<file path="config.mk">
export PLATFORM = sky130hd
export DESIGN_NAME = uart_frame_tx
export DESIGN_NICKNAME = d
export VERILOG_FILES = /design/src/rtl/uart_frame_tx.sv
export SDC_FILE = /design/constraint.sdc
export NUM_CORES = 1
export LEC_CHECK = 0
export CELL_PAD_IN_SITES_DETAIL_PLACEMENT = 1
export CELL_PAD_IN_SITES_GLOBAL_PLACEMENT = 1
export CORE_MARGIN = 2
export CORE_UTILIZATION = 35
export CTS_CLUSTER_DIAMETER = 50
export CTS_CLUSTER_SIZE = 40
export DETAILED_ROUTE_END_ITERATION = 16
export PLACE_DENSITY_LB_ADDON = 0.05
export SLEW_MARGIN = 20
export SYNTH_ARGS = -nofsm -noshare
export SYNTH_HDL_FRONTEND = slang
export SYNTH_SLANG_ARGS = --single-unit
</file>
<file path="constraint.sdc">
create_clock -name clk -period 2.2 [get_ports clk]
set_clock_uncertainty 0.1 [all_clocks]
set_input_delay 0.55 -clock clk [delete_from_list [all_inputs] [get_ports clk]]
set_output_delay 0.55 -clock clk [all_outputs]
set_load 0.005 [all_outputs]
</file>
<file path="src/rtl/uart_frame_tx.sv">
// Framed UART packet transmitter: SYNC byte, PACKET_SIZE payload bytes (MSB byte first),
// then an optional XOR checksum byte, each sent as 8N1 with no gap between bytes.
module uart_frame_tx #(
  parameter int         CLKS_PER_BIT = 104,
  parameter int         PACKET_SIZE  = 15,
  parameter logic [7:0] SYNC_BYTE    = 8'hA5,
  parameter bit         CHECKSUM_EN  = 1'b1
) (
  input  logic                     clk,
  input  logic                     rst,
  input  logic [8*PACKET_SIZE-1:0] packet,
  input  logic                     enable,
  output logic                     txd,
  output logic                     busy,
  output logic                     done,
  output logic [7:0]               byte_idx,
  output logic [1:0]               dbg_state
);

  localparam int N  = 1 + PACKET_SIZE + (CHECKSUM_EN ? 1 : 0);
  localparam int TW = $clog2(CLKS_PER_BIT);
  localparam int PW = 8 * PACKET_SIZE;
  localparam logic [TW-1:0] T_LAST = TW'(CLKS_PER_BIT - 1);

  typedef enum logic [1:0] {
    IDLE  = 2'd0,
    START = 2'd1,
    DATA  = 2'd2,
    STOP  = 2'd3
  } state_t;

  state_t         state;
  logic [TW-1:0]  timer;
  logic [2:0]     bit_cnt;
  logic [7:0]     shreg;
  logic [PW-1:0]  payload_q;
  logic [7:0]     chk_q;
  logic [8:0]     byte_cnt;

  assign byte_idx  = byte_cnt[7:0];
  assign dbg_state = state;

  // Handshake: enable is a start request that is only accepted while state is IDLE;
  // busy high means "not ready" and any enable seen then is dropped, never queued.
  always_ff @(posedge clk) begin
    if (rst) begin
      state     <= IDLE;
      timer     <= '0;
      bit_cnt   <= '0;
      shreg     <= '0;
      payload_q <= '0;
      chk_q     <= '0;
      byte_cnt  <= '0;
      txd       <= 1'b1;
      busy      <= 1'b0;
      done      <= 1'b0;
    end else begin
      done <= 1'b0;
      case (state)
        IDLE: begin
          txd  <= 1'b1;
          busy <= 1'b0;
          if (enable) begin
            payload_q <= packet;
            chk_q     <= '0;
            shreg     <= SYNC_BYTE;
            byte_cnt  <= '0;
            timer     <= '0;
            txd       <= 1'b0;
            busy      <= 1'b1;
            state     <= START;
          end
        end
        START: begin
          if (timer == T_LAST) begin
            timer   <= '0;
            bit_cnt <= '0;
            txd     <= shreg[0];
            state   <= DATA;
          end else begin
            timer <= timer + TW'(1);
          end
        end
        DATA: begin
          if (timer == T_LAST) begin
            timer <= '0;
            if (bit_cnt == 3'd7) begin
              txd   <= 1'b1;
              state <= STOP;
            end else begin
              bit_cnt <= bit_cnt + 3'd1;
              shreg   <= shreg >> 1;
              txd     <= shreg[1];
            end
          end else begin
            timer <= timer + TW'(1);
          end
        end
        STOP: begin
          if (timer == T_LAST) begin
            timer <= '0;
            if (byte_cnt == 9'(N - 1)) begin
              txd   <= 1'b1;
              busy  <= 1'b0;
              done  <= 1'b1;
              state <= IDLE;
            end else begin
              byte_cnt <= byte_cnt + 9'd1;
              txd      <= 1'b0;
              state    <= START;
              // Payload is consumed from the top byte down; the checksum accumulates
              // as each byte is loaded so it only ever sees the latched copy.
              if (byte_cnt < 9'(PACKET_SIZE)) begin
                shreg     <= payload_q[PW-1 -: 8];
                chk_q     <= chk_q ^ payload_q[PW-1 -: 8];
                payload_q <= payload_q << 8;
              end else begin
                shreg <= chk_q;
              end
            end
          end else begin
            timer <= timer + TW'(1);
          end
        end
        default: state <= IDLE;
      endcase
    end
  end

endmodule

</file>
# Word level (Yosys, flattened, before mapping)
# Cells that the tools add are included.
dict set report word_totals {
  register_bits 160
  input_bits 123
  output_inout_bits 13
  latch_bits 0
  mem_bits_ro 0
  n_memories 0
  ram_bits 0
  word_cells 91
}
dict set report classes {
  n_eq_ne 15
  n_lt_le_gt_ge 1
  mul 0
  n_mux 46
  reduce_logical 13
  n_shift 0
  div_mod_pow 0
  n_bitwise 3
  addsub 3
}
# operator n
set ops {}
lappend ops {{$mux 120} 4}
lappend ops {{$pmux 120 s2} 1}
lappend ops {{$mux 8} 10}
lappend ops {{$mux 9} 3}
lappend ops {{$pmux 8 s3} 1}
lappend ops {{$ne 2x2->1 const B} 9}
lappend ops {{$pmux 9 s2} 1}
lappend ops {{$pmux 8 s2} 1}
lappend ops {{$mux 7} 2}
lappend ops {{$pmux 7 s2} 1}
lappend ops {{$mux 1} 10}
lappend ops {{$mux 2} 5}
lappend ops {{$reduce_and 5->1} 2}
lappend ops {{$add 9x1->9 const B} 1}
lappend ops {{$eq 9x5->1 const B} 1}
lappend ops {{$lt 9x4->1 const B} 1}
lappend ops {{$mux 3} 3}
lappend ops {{$pmux 2 s4} 1}
lappend ops {{$reduce_and 4->1} 2}
lappend ops {{$xor 8x8->8} 1}
lappend ops {{$add 7x1->7 const B} 1}
lappend ops {{$eq 7x7->1 const B} 1}
lappend ops {{$pmux 3 s2} 1}
lappend ops {{$reduce_and 3->1} 2}
lappend ops {{12 further kinds} 16}

# Logic depth before layout (Yosys ltp)
# Gate-level depths: netlist (run 1).
dict set report depth {
  word_depth 5
  depth_mapped 11
  depth_no_buf 7
}

# Worst setup path after synthesis (run 1)
# OpenSTA, ideal clock, no wires.
dict set report synth_timing {
  path_kind {register to register}
  startpoint {reg state[0] (netlist: dbg_state[0])}
  endpoint {reg payload_q[16]}
  t_arrival_ns 2.003
  path_stages_with_launch 11
  slack_ns -0.049
  path_buffers 4
  path_cell_list {dfxtp_1 > inv_1 > ha_1 > nor2b_1 > buf_6 > nor2_2 > and2_1 > buf_4 > buf_6 > buf_2 > a211oi_2}
}
dict set report synth_between {
  elab_chain_len 3
  word_cells_on_any_way 9
}
# element line_no
set synth_lines {}
lappend synth_lines {{start: declaration} 32} ;# state_t state;
lappend synth_lines {{start signal: assignment} 47} ;# state <= IDLE;
lappend synth_lines {{start signal: assignment} 71} ;# state <= START;
lappend synth_lines {{start signal: assignment} 79} ;# state <= DATA;
lappend synth_lines {{$eq 2x2->1 / $logic_not 2->1 (equally long branches)} 59} ;# case (state)
lappend synth_lines {{$ne 2x2->1 (no source line) / $reduce_bool 2->1 (equally long branches)} -}
lappend synth_lines {{$reduce_and 5->1 (no source line)} -}
lappend synth_lines {{end signal: assignment} 64} ;# payload_q <= packet;
lappend synth_lines {{end signal: assignment} 116} ;# payload_q <= payload_q << 8;
lappend synth_lines {{end: declaration} 36} ;# logic [PW-1:0] payload_q;
# Several ways; a longest one is shown, not always the timed one.
# A chain may end at the register's enable or synchronous reset.

# Final worst setup path (run 1)
dict set report layout_timing {
  startpoint {reg byte_cnt[7]}
  endpoint {out byte_idx[7]}
}
# element line_no
set layout_lines {}
lappend layout_lines {{start: declaration} 38} ;# logic [8:0] byte_cnt;
lappend layout_lines {{start signal: assignment} 108} ;# byte_cnt <= byte_cnt + 9'd1;
lappend layout_lines {{end: declaration} 16} ;# output logic [7:0] byte_idx,
# No word-level cell between the ends.

==> qor.log, run 1 <==
[cts] maximum clock insertion buffer count 2
[synth] total standard cell area after synthesis 0.00775 mm²
[synth] FFs w/ async S/R, synth 0%
[floorplanning] width of the die 153 µm
[synth] top-area cell type share of the netlist area 41.4%
[power] total power per unit cell area 1360 mW/mm²
[synth] Yosys cell types 55
[route] vias after detailed routing 6,338
[timing] headroom to the max-slew limit 68.7%
[cts] total clock buffers created by CTS 17
[global_route] overall track demand over capacity in global routing 18.0%
[critical_path] Worst Path Required 1.55 ns
[final_layout] fill cell count 2,392
[flow_run] max capacitance violation total 0
[power] switching part of the total power 37.5%
[route] violation count after the first detailed-routing iteration 194
[power] total power 14.1 mW
[route] routed wire length per instance 16.9 µm
[placement] weighted congestion at the end of routability-driven global placement 0.790
[timing] Final Slew Violations 0
[cts] clock network latency to the later pin of the worst-skew pair 0.42 ns
[critical_path] element type at the critical path end output pin
[global_route] leftover overflow at the end of global routing 0
[timing] crit path time final 2.16 ns
[route] Total Routed Length 20,700 µm
[floorplanning] Initial Util 35.6%
[global_route] first-pass GRT wire length 34,200 µm
[critical_path] critical path's slowest cell clkdlybuf4s50_1
[synth] warning count from the yosys run 0
[critical_path] cell count of the worst reg-to-reg path 5
[timing] final setup slack of the worst path 0.0443 ns
[power] P_leak 3.66 nW
[route] number of nets with antenna violations after routing 0
[synth] cell types occupying the most area after synthesis dfxtp_1 41%, mux2i_1 15%, a211oi_2 8.1%
[placement] placed wire-length estimate 15,100 µm
[status] run status finished clean
[min_path] number of instances on the worst hold path 2
[synth] post-synthesis sequential area ratio 41.4%
[global_route] number of antenna violations at the first check in global routing 0
[cts] clock edge transition at the registers on the reported setup and hold paths 0.07 ns
[synth] most used flip-flop cell after synthesis dfxtp_1
[global_route] vias in the first global route 6,682
[synth] cell count after synthesis 784
[min_path] worst min path class in2reg
[route] number of iterations in the first detailed-routing pass 4
[final_layout] count of antenna diodes in the layout 0
[placement] Area after DPL 0.00969 mm²
[route] average via count per standard cell 5.17
[synth] Post-synth EDFFs 0
[floorplanning] Boundary Pins 136
[power] part of the power in combinational logic 46.1%
[synth] Synth area leader dfxtp_1
[placement] worst slack at placement -0.307 ns
[critical_path] cell-by-cell trace of the critical path buf_4 > clkdlybuf4s50_1
[placement] count of buffers inserted at the top-level ports 135
[synth] number of nets produced by synthesis 918
[timing] setup repair after global routing missed its margin yes
[timing] final critical-path share of the clock period 98.0%
[power] Clk network pwr share 22.1%
[critical_path] Setup Crit Path Kind reg2out
[global_route] pin count of the biggest net entering global routing 59
[power] VDD IR max 0.453 mV
[route] remaining routing DRC violations 0
[critical_path] CP peak stage delay 0.50 ns
[cts] clock tree from TritonCTS done
[final_layout] growth of design area from synthesis to finish 33.9%
[timing] final hold violation count 0
[timing] endpoints failing setup 0
[critical_path] CP Launch Type flop
[cts] CTS root buffer clkbuf_16
[floorplanning] standard cell core area 0.0218 mm²
[final_layout] final instance area 0.0104 mm²
[power] cell-internal power 8.82 mW
[floorplanning] Core Rows 54
[floorplanning] die outline height 153 µm
[power] register share of total power 31.9%
[critical_path] Crit Path Max Fanout 3
[cts] total number of H-tree levels 4
[floorplanning] area of the die 0.0233 mm²
[cts] number of sinks handled by clock tree synthesis 160
[final_layout] layout cell share with drive strength beyond 1 18.6%
[synth] Avg Inst Size Synth 9.88 µm²
[timing] achievable frequency 464 MHz
[critical_path] endpoint arrival time on the critical path 1.51 ns
[power] total net switching power 5.31 mW
[final_layout] Final Net Count 1,067
[timing] actual slew at the worst max-slew pin 0.466 ns
[synth] number of register bits inferred by synthesis 160
[metal layers]
metal / routed length (µm) / part of all wire (%) / GRT usage [%]
met2: 10000 / 48 / 30.5
met1: 9630 / 47 / 23.4
met3: 767 / 3.7 / 3.41
met4: 266 / 1.3 / 4.94
met5: 0 / 0 / 0
[layout make-up]
type	instances	area, µm²	share of cell area, %
multi-input combinational	544	4130	39.8
inverter	7	26.3	0.253
clock buffer	18	439	4.23
clock inverter	13	174	1.68
sequential	160	3200	30.9
tap	280	350	3.38
timing repair buffer	203	2050	19.7
[cells by family (layout without fill, tap and decap cells)]
| family | after synthesis | after routing | share of synthesized area, % |
|---|---|---|---|
| AO/OA/AOI/OAI | 193 | 193 | 21.7 |
| XOR/XNOR | 16 | 16 | 1.81 |
| adder cells (fa/ha/maj) | 11 | 11 | 1.78 |
| buffers and inverters | 80 | 241 | 6.51 |
| flip-flops | 160 | 160 | 41.4 |
| multiplexers | 123 | 123 | 16.0 |
| AND/OR/NAND/NOR | 201 | 201 | 10.9 |
[final timing paths]
check / startpoint / end / slack (ns)
min reg2reg: payload_q[2]$_SDFFE_PP0P_ / payload_q[2]$_SDFFE_PP0P_ / 0.38
max reg2reg: byte_cnt[8]$_SDFFE_PP0P_ / shreg[7]$_SDFFE_PP0P_ / 0.07
min: rst / bit_cnt[2]$_SDFFE_PP0P_ / 0.36
max: byte_cnt[7]$_SDFFE_PP0P_ / byte_idx[7] / 0.04
[worst max-delay path, delay by kind of cell (launching register included)]
family	cells	cell delay, ns
buffers and inverters	2	0.67
DFF	1	0.42
[per-stage QoR]
step	util, %	hold slack (ns)	cells	TNS (ns)
after CTS	47.5	0.357	1225	0
after global placement	44.5	0.366	1194	-18.06
after global routing	47.7	0.385	1225	-0.0238
after detailed placement	44.5	0.372	1194	-27.89
after floorplan	-	0.349	784	0
final	47.7	0.355	1225	0
[cells in the mapped netlist, types with 2 or more instances]
master / instances
a311oi_1: 3
nand3_1: 15
nor3_1: 3
a211oi_1: 66
a21oi_1: 20
clkbuf_1: 25
nor4_1: 2
mux2_2: 7
a41oi_1: 2
nor2_1: 152
a21boi_0: 2
inv_1: 7
xnor2_1: 8
buf_4: 14
o21ai_0: 15
buf_6: 17
dfxtp_1: 160
a2111oi_0: 4
a221oi_1: 4
nand2_1: 13
mux2i_1: 116
a32o_1: 2
nand2b_1: 2
and2_1: 3
a22o_1: 10
xor2_1: 8
ha_1: 11
nand4_1: 2
a211oi_2: 50
buf_2: 16
[repair_timing]
item	in CTS	in global routing
pin swaps	1	1
gates resized for setup	8	9
buffers inserted	0	0
endpoints found under the setup margin	11	78
hold buffers	0	0
endpoints found under the hold margin	0	0
[cells in the final DEF (no fill, tap or decap), types with 2 or more instances in the layout]
master and instances:
mux2_2 7, buf_4 54, clkbuf_16 17, nand2_1 13
a311oi_1 3, mux2i_1 116, ha_1 10, a2111oi_1 3
nand4_1 2, a221oi_2 4, a21boi_0 2, nand3_1 15
nor3_1 3, inv_1 7, and2_1 2, nor2_1 152
dfxtp_1 159, nand2b_1 2, a22o_1 10, a41oi_1 2
a211oi_2 52, xnor2_1 8, a211oi_1 64, o21ai_0 15
a21oi_1 20, buf_12 15, bufinv_16 3, inv_6 5
xor2_1 8, clkinvlp_4 2, clkdlybuf4s50_1 134
[state kept, by name, summed over array words and instances (netlist names)]
| register | count |
|---|---|
| payload_q | 120 |
| chk_q | 8 |
| busy | 1 |
| timer | 7 |
| byte_cnt | 9 |
| bit_cnt | 3 |
| txd | 1 |
| dbg_state | 2 |
| shreg | 8 |
| done | 1 |
[power groups by stage]
stage          combinational [mW]  sequential, mW  clock (mW)
6_report                     6.51            4.50        3.12
4_1_cts                      6.58            4.52        3.21
3_5_place_dp                 6.50            4.57           0
2_1_floorplan                4.71            4.40           0
3_3_place_gp                 6.23            4.52           0
5_1_grt                      7.23            4.63        3.34
No activity file was read; power rests on OpenSTA's default activity.
==> inputs of run 2 (changes only) <==
--- a/config.mk
+++ b/config.mk
@@ -9,6 +9,7 @@
 export CELL_PAD_IN_SITES_GLOBAL_PLACEMENT = 1
 export CORE_MARGIN = 2
 export CORE_UTILIZATION = 35
+export CTS_BUF_LIST = sky130_fd_sc_hd__clkbuf_2
 export CTS_CLUSTER_DIAMETER = 50
 export CTS_CLUSTER_SIZE = 40
 export DETAILED_ROUTE_END_ITERATION = 16
==> run 2 against run 1 <==
  * Via count increased by 2.1%
  * Global-route usage is essentially flat
  * Cell area about the same
  * Die area unchanged
  * Cell count increased by 1.5%
  * Routed wire length increased by 4.9%
  * Combinational power is 13% higher
  * Sequential share of layout area is 0.18 points higher
  * Worst setup slack got worse by 0.018 ns
  * Clock power decreased by 42%
  * Critical endpoint is now payload_q[32]$_SDFFE_PP0P_
==> qor.log, run 2 (synthesis results as in run 1) <==
[critical_path] critical path's slowest cell dfxtp_2
[final_layout] growth of design area from synthesis to finish 33.8%
[timing] headroom to the max-slew limit 70.2%
[final_layout] Largest register FFs 120
[floorplanning] die outline height 153 µm
[placement] placed wire-length estimate 15,100 µm
[power] total power per unit cell area 1320 mW/mm²
[critical_path] CP Launch Type flop
[route] violation count after the first detailed-routing iteration 156
[placement] count of buffers inserted at the top-level ports 135
[critical_path] endpoint arrival time on the critical path 2.74 ns
[final_layout] leading registers by flop count payload_q x120, byte_cnt x9
[final_layout] top library cells by usage in the layout, fill and taps aside 150 x nor2_1, 146 x dfxtp_1, 121 x clkdlybuf4s50_1
[cts] total clock buffers created by CTS 17
[route] number of nets with antenna violations after routing 0
[status] run status finished clean
[power] P_leak 3.70 nW
[floorplanning] Boundary Pins 136
[cts] total number of H-tree levels 4
[flow_run] max capacitance violation total 0
[route] Total Routed Length 21,700 µm
[final_layout] most common library cell in the layout ignoring fill and taps nor2_1
[final_layout] register with the most flip-flops payload_q
[global_route] pin count of the biggest net entering global routing 59
[global_route] number of antenna violations at the first check in global routing 0
[floorplanning] Initial Util 35.6%
[cts] maximum clock insertion buffer count 2
[global_route] first-pass GRT wire length 34,300 µm
[power] VDD IR max 0.545 mV
[timing] final hold violation count 0
[timing] setup repair after global routing missed its margin yes
[floorplanning] Core Rows 54
[critical_path] Worst Path Required 2.77 ns
[cts] clock edge transition at the registers on the reported setup and hold paths 0.28 ns
[final_layout] layout cell share with drive strength beyond 1 24.2%
[min_path] number of instances on the worst hold path 3
[timing] crit path time final 2.17 ns
[critical_path] CP peak stage delay 0.40 ns
[cts] CTS root buffer clkbuf_2
[floorplanning] area of the die 0.0233 mm²
[critical_path] Setup Crit Path Kind reg2reg
[critical_path] Crit Path Max Fanout 8
[min_path] worst min path class in2reg
[floorplanning] standard cell core area 0.0218 mm²
[cts] clock network latency to the later pin of the worst-skew pair 0.73 ns
[final_layout] Final Net Count 1,085
[route] remaining routing DRC violations 0
[placement] weighted congestion at the end of routability-driven global placement 0.790
[timing] achievable frequency 460 MHz
[placement] Area after DPL 0.00969 mm²
[global_route] vias in the first global route 6,708
[critical_path] r2r startpoint dbg_state[1]$_SDFFE_PP0P_
[global_route] leftover overflow at the end of global routing 0
[critical_path] launch point of the critical path dbg_state[1]$_SDFFE_PP0P_
[critical_path] reg-to-reg critical path endpoint payload_q[32]$_SDFFE_PP0P_
[timing] Final Slew Violations 0
[final_layout] Post-Route Utilization 47.6%
[critical_path] worst setup slack for register-to-register paths 0.03 ns
[floorplanning] width of the die 153 µm
[min_path] end point of the most critical hold path payload_q[84]$_SDFFE_PP0P_
[timing] final critical-path share of the clock period 98.8%
[critical_path] cell-by-cell trace of the critical path inv_1 > ha_1 > nor2b_1 > buf_12 > nor2_4 > and2_4 > buf_12 > buf_4 > buf_4 > a211oi_2
[timing] endpoints failing setup 0
[route] average via count per standard cell 5.21
[global_route] overall track demand over capacity in global routing 17.9%
[min_path] worst min-delay path startpoint packet[84]
[cts] clock tree from TritonCTS done
[timing] actual slew at the worst max-slew pin 0.447 ns
[route] number of iterations in the first detailed-routing pass 4
[critical_path] cell count of the worst reg-to-reg path 10
[critical_path] element type at the critical path end flop
[cts] number of sinks handled by clock tree synthesis 160
[route] routed wire length per instance 17.5 µm
[final_layout] count of antenna diodes in the layout 0
[final_layout] final instance area 0.0104 mm²
[route] vias after detailed routing 6,472
-- run 2: critical path, delay by kind of cell (launching register included) --
family,cells,cell delay (ns)
flip-flops,1,0.40
AND/OR/NAND/NOR,3,0.52
AO/OA/AOI/OAI,1,0.16
adder cells (fa/ha/maj),1,0.19
buffers and inverters,5,0.73
-- run 2: how the worst max path moves through the flow --
stage / end
2_1_floorplan: shreg[1]$_SDFFE_PP0P_
3_3_place_gp: shreg[0]$_SDFFE_PP0P_
3_5_place_dp: shreg[4]$_SDFFE_PP0P_
4_1_cts: byte_idx[4]
5_1_grt: payload_q[10]$_SDFFE_PP0P_
6_report: payload_q[32]$_SDFFE_PP0P_
-- run 2: layer usage --
metal	vias up	track usage, %	wire, µm
met1	3153	23.1	10200
met4	0	3.62	191
met3	11	4.27	753
li1	3196	-	-
met2	112	30.7	10500
met5	-	0	0
-- run 2: layout make-up --
cell class	count	area [µm²]
fillers	2414	11400
multi-input cells	545	4250
flip-flops and latches	160	3220
repair buffers	220	2250
well taps	280	350
clock inverters	14	178
clock buffers	17	85.1
inverters	7	26.3
-- run 2: timing repair --
item / CTS / global route
buffers inserted: 5 / 6
hold buffers: 1 / 0
hold endpoints to repair: 11 / 0
endpoints found under the setup margin: 27 / 108
gates resized for setup: 48 / 44
pin swaps: 1 / 3
cloned: 0 / 6
-- run 2: power breakdown --
part,switching [mW],internal (mW)
sequential,0.571,3.93
clock,1.15,0.651
combinational,3.77,3.59
-- run 2: stage by stage --
stage | power, mW | hold slack, ns | worst slack, ns | setup TNS (ns) | instances
6_report | 13.7 | 0.322 | 0.0265 | 0 | 1243
5_1_grt | 14.7 | 0.227 | -0.0611 | -0.787 | 1243
4_1_cts | 12.9 | 0.224 | 0.00431 | 0 | 1231
3_5_place_dp | 11.1 | 0.372 | -0.307 | -27.89 | 1194
3_3_place_gp | 10.8 | 0.366 | -0.213 | -18.06 | 1194
2_1_floorplan | 9.11 | 0.349 | 0.0134 | 0 | 784
==> inputs of run 3 (changes only) <==
--- a/config.mk
+++ b/config.mk
@@ -13,7 +13,7 @@
 export CTS_CLUSTER_DIAMETER = 50
 export CTS_CLUSTER_SIZE = 40
 export DETAILED_ROUTE_END_ITERATION = 16
-export PLACE_DENSITY_LB_ADDON = 0.05
+export PLACE_DENSITY_LB_ADDON = 0.15
 export SLEW_MARGIN = 20
 export SYNTH_ARGS = -nofsm -noshare
 export SYNTH_HDL_FRONTEND = slang
==> run 3 against run 2 <==
  * First-iteration DRC count is 56% higher
  * Clock power is 19% lower
  * Sequential share of layout area is 1.4 points higher
  * Maximum frequency is 1.6% higher
  * Global-route usage is 0.22 points higher
  * Power is 9.7% lower
  * Clock-buffer cell count is 1 higher
  * Register-to-register slack better by 0.03 ns
  * Cell count is 1.5% lower
  * Largest cell class unchanged
  * Highest routed layer unchanged
==> qor.log, run 3 (synthesis results as in run 1) <==
[status] run status finished clean
[route] violation count after the first detailed-routing iteration 244
[placement] placed wire-length estimate 14,800 µm
[cts] clock edge transition at the registers on the reported setup and hold paths 0.26 ns
[floorplanning] Boundary Pins 136
[cts] CTS root buffer clkbuf_2
[min_path] end point of the most critical hold path payload_q[3]$_SDFFE_PP0P_
[route] number of nets with antenna violations after routing 0
[timing] headroom to the max-slew limit 58.3%
[final_layout] layout cell share with drive strength beyond 1 21.0%
[critical_path] element type at the critical path end flop
[route] highest metal layer with signal wires met4
[final_layout] register with the most flip-flops payload_q
[global_route] pin count of the biggest net entering global routing 67
[route] number of iterations in the first detailed-routing pass 4
[power] total power 12.3 mW
[route] average via count per standard cell 5.17
[critical_path] reg-to-reg critical path endpoint shreg[4]$_SDFFE_PP0P_
[cts] clock tree from TritonCTS done
[timing] Final Slew Violations 0
[final_layout] Largest register FFs 120
[timing] achievable frequency 467 MHz
[timing] endpoints failing setup 0
[final_layout] fill cell count 2,450
[route] vias after detailed routing 6,330
[final_layout] growth of design area from synthesis to finish 28.2%
[critical_path] Crit Path Max Fanout 6
[cts] total clock buffers created by CTS 17
[timing] actual slew at the worst max-slew pin 0.626 ns
[timing] crit path time final 2.14 ns
[timing] final hold violation count 0
[placement] count of buffers inserted at the top-level ports 135
[route] routed metal-1 wire length 9910 µm
[timing] hold slack 0.309 ns
[flow_run] max capacitance violation total 0
[timing] final setup slack of the worst path 0.0605 ns
[critical_path] endpoint arrival time on the critical path 2.71 ns
[min_path] worst min path class in2reg
[final_layout] Final Net Count 1,064
[final_layout] area occupied by registers 0.00323 mm²
[floorplanning] area of the die 0.0233 mm²
[min_path] worst min-delay path startpoint packet[3]
[placement] weighted congestion at the end of routability-driven global placement 0.832
[cts] number of sinks handled by clock tree synthesis 160
[power] P_leak 3.52 nW
[final_layout] top library cells by usage in the layout, fill and taps aside 151 x nor2_1, 144 x dfxtp_1, 121 x clkdlybuf4s50_1
[min_path] number of instances on the worst hold path 2
[floorplanning] standard cell core area 0.0218 mm²
[critical_path] Worst Path Required 2.77 ns
[floorplanning] die outline height 153 µm
[global_route] number of antenna violations at the first check in global routing 1
[cts] clock network latency to the later pin of the worst-skew pair 0.73 ns
[final_layout] leading registers by flop count payload_q x120, byte_cnt x9
[global_route] overall track demand over capacity in global routing 18.2%
[floorplanning] width of the die 153 µm
[global_route] first-pass GRT wire length 34,700 µm
[route] remaining routing DRC violations 0
[critical_path] r2r startpoint bit_cnt[0]$_SDFFE_PP0P_
[final_layout] most common library cell in the layout ignoring fill and taps nor2_1
[power] VDD IR max 0.501 mV
[critical_path] cell count of the worst reg-to-reg path 8
[floorplanning] Initial Util 35.6%
[route] met2 wire length 10,400 µm
[critical_path] CP Launch Type flop
[floorplanning] Core Rows 54
[global_route] leftover overflow at the end of global routing 0
[route] met3 wire len 632 µm
[timing] setup repair after global routing missed its margin yes
[placement] worst slack at placement -0.318 ns
[cts] maximum clock insertion buffer count 2
[power] total power per unit cell area 1240 mW/mm²
[route] Total Routed Length 21,200 µm
[cts] total number of H-tree levels 4
[timing] final critical-path share of the clock period 97.3%
[route] routed wire length per instance 17.3 µm
[critical_path] worst setup slack for register-to-register paths 0.06 ns
[global_route] vias in the first global route 6,741
[final_layout] footprint of the multi-input gates 0.00416 mm²
[critical_path] Setup Crit Path Kind reg2reg
## run 3: layout make-up
type,count,share of cell area [%]
antenna,1,0.0252
clock inverter,14,1.07
multi-input combinational,545,41.9
tap,280,3.53
clock buffer,18,0.907
inverter,7,0.265
sequential,160,32.5
timing repair buffer,199,19.8
## run 3: stage by stage
step                       TNS, ns  area (µm²)  std cells  util, %
after floorplan                  0        7760        784        -
after global placement      -17.02        9450       1176     43.4
after detailed placement    -23.89        9450       1176     43.4
after CTS                 -0.00173        9860       1222     45.3
after global routing        -0.138        9930       1224     45.6
final                            0        9930       1224     45.6
## run 3: report_power, final
group | switching, mW | internal [mW] | total, mW
Sequential | 0.567 | 3.94 | 4.51
Clock | 1.14 | 0.313 | 1.45
Combinational | 3.50 | 2.89 | 6.38
Total | 5.20 | 7.14 | 12.3
## run 3: timing repair
action	4_1_cts	5_1_grt
buffers inserted	10	1
cloned	3	0
endpoints found under the setup margin	94	41
pin swaps	3	4
resized for setup	47	27
hold buffers	1	0
endpoints found under the hold margin	8	0
## run 3: worst max path at each step
stage                     slack (ns)                  endpoint  cells past startpoint                startpoint
after floorplan                 0.01     shreg[1]$_SDFFE_PP0P_                      7   bit_cnt[0]$_SDFFE_PP0P_
after global placement         -0.22     shreg[7]$_SDFFE_PP0P_                      7                    enable
after detailed placement       -0.32     shreg[0]$_SDFFE_PP0P_                      7                    enable
after CTS                     -0.002     shreg[6]$_SDFFE_PP0P_                      8   bit_cnt[0]$_SDFFE_PP0P_
after global routing           -0.03  byte_cnt[8]$_SDFFE_PP0P_                      9  byte_cnt[1]$_SDFFE_PP0P_
final                           0.06     shreg[4]$_SDFFE_PP0P_                      8   bit_cnt[0]$_SDFFE_PP0P_
## run 3: routing by layer
| layer | GRT usage [%] | up-vias |
|---|---|---|
| met1 | 23.3 | 3063 |
| met3 | 3.73 | 17 |
| met2 | 30.9 | 111 |
| li1 | - | 3139 |
| met4 | 5.07 | 0 |
| met5 | 0 | - |
## run 3: worst max-delay path: stages (launching register included)
cell	delay [ns]
dfxtp_2	0.38
ha_1	0.19
ha_2	0.20
or4b_4	0.52
o21ai_4	0.19
a32oi_4	0.08
buf_6	0.16
a221oi_2	0.18
nor2_1	0.07
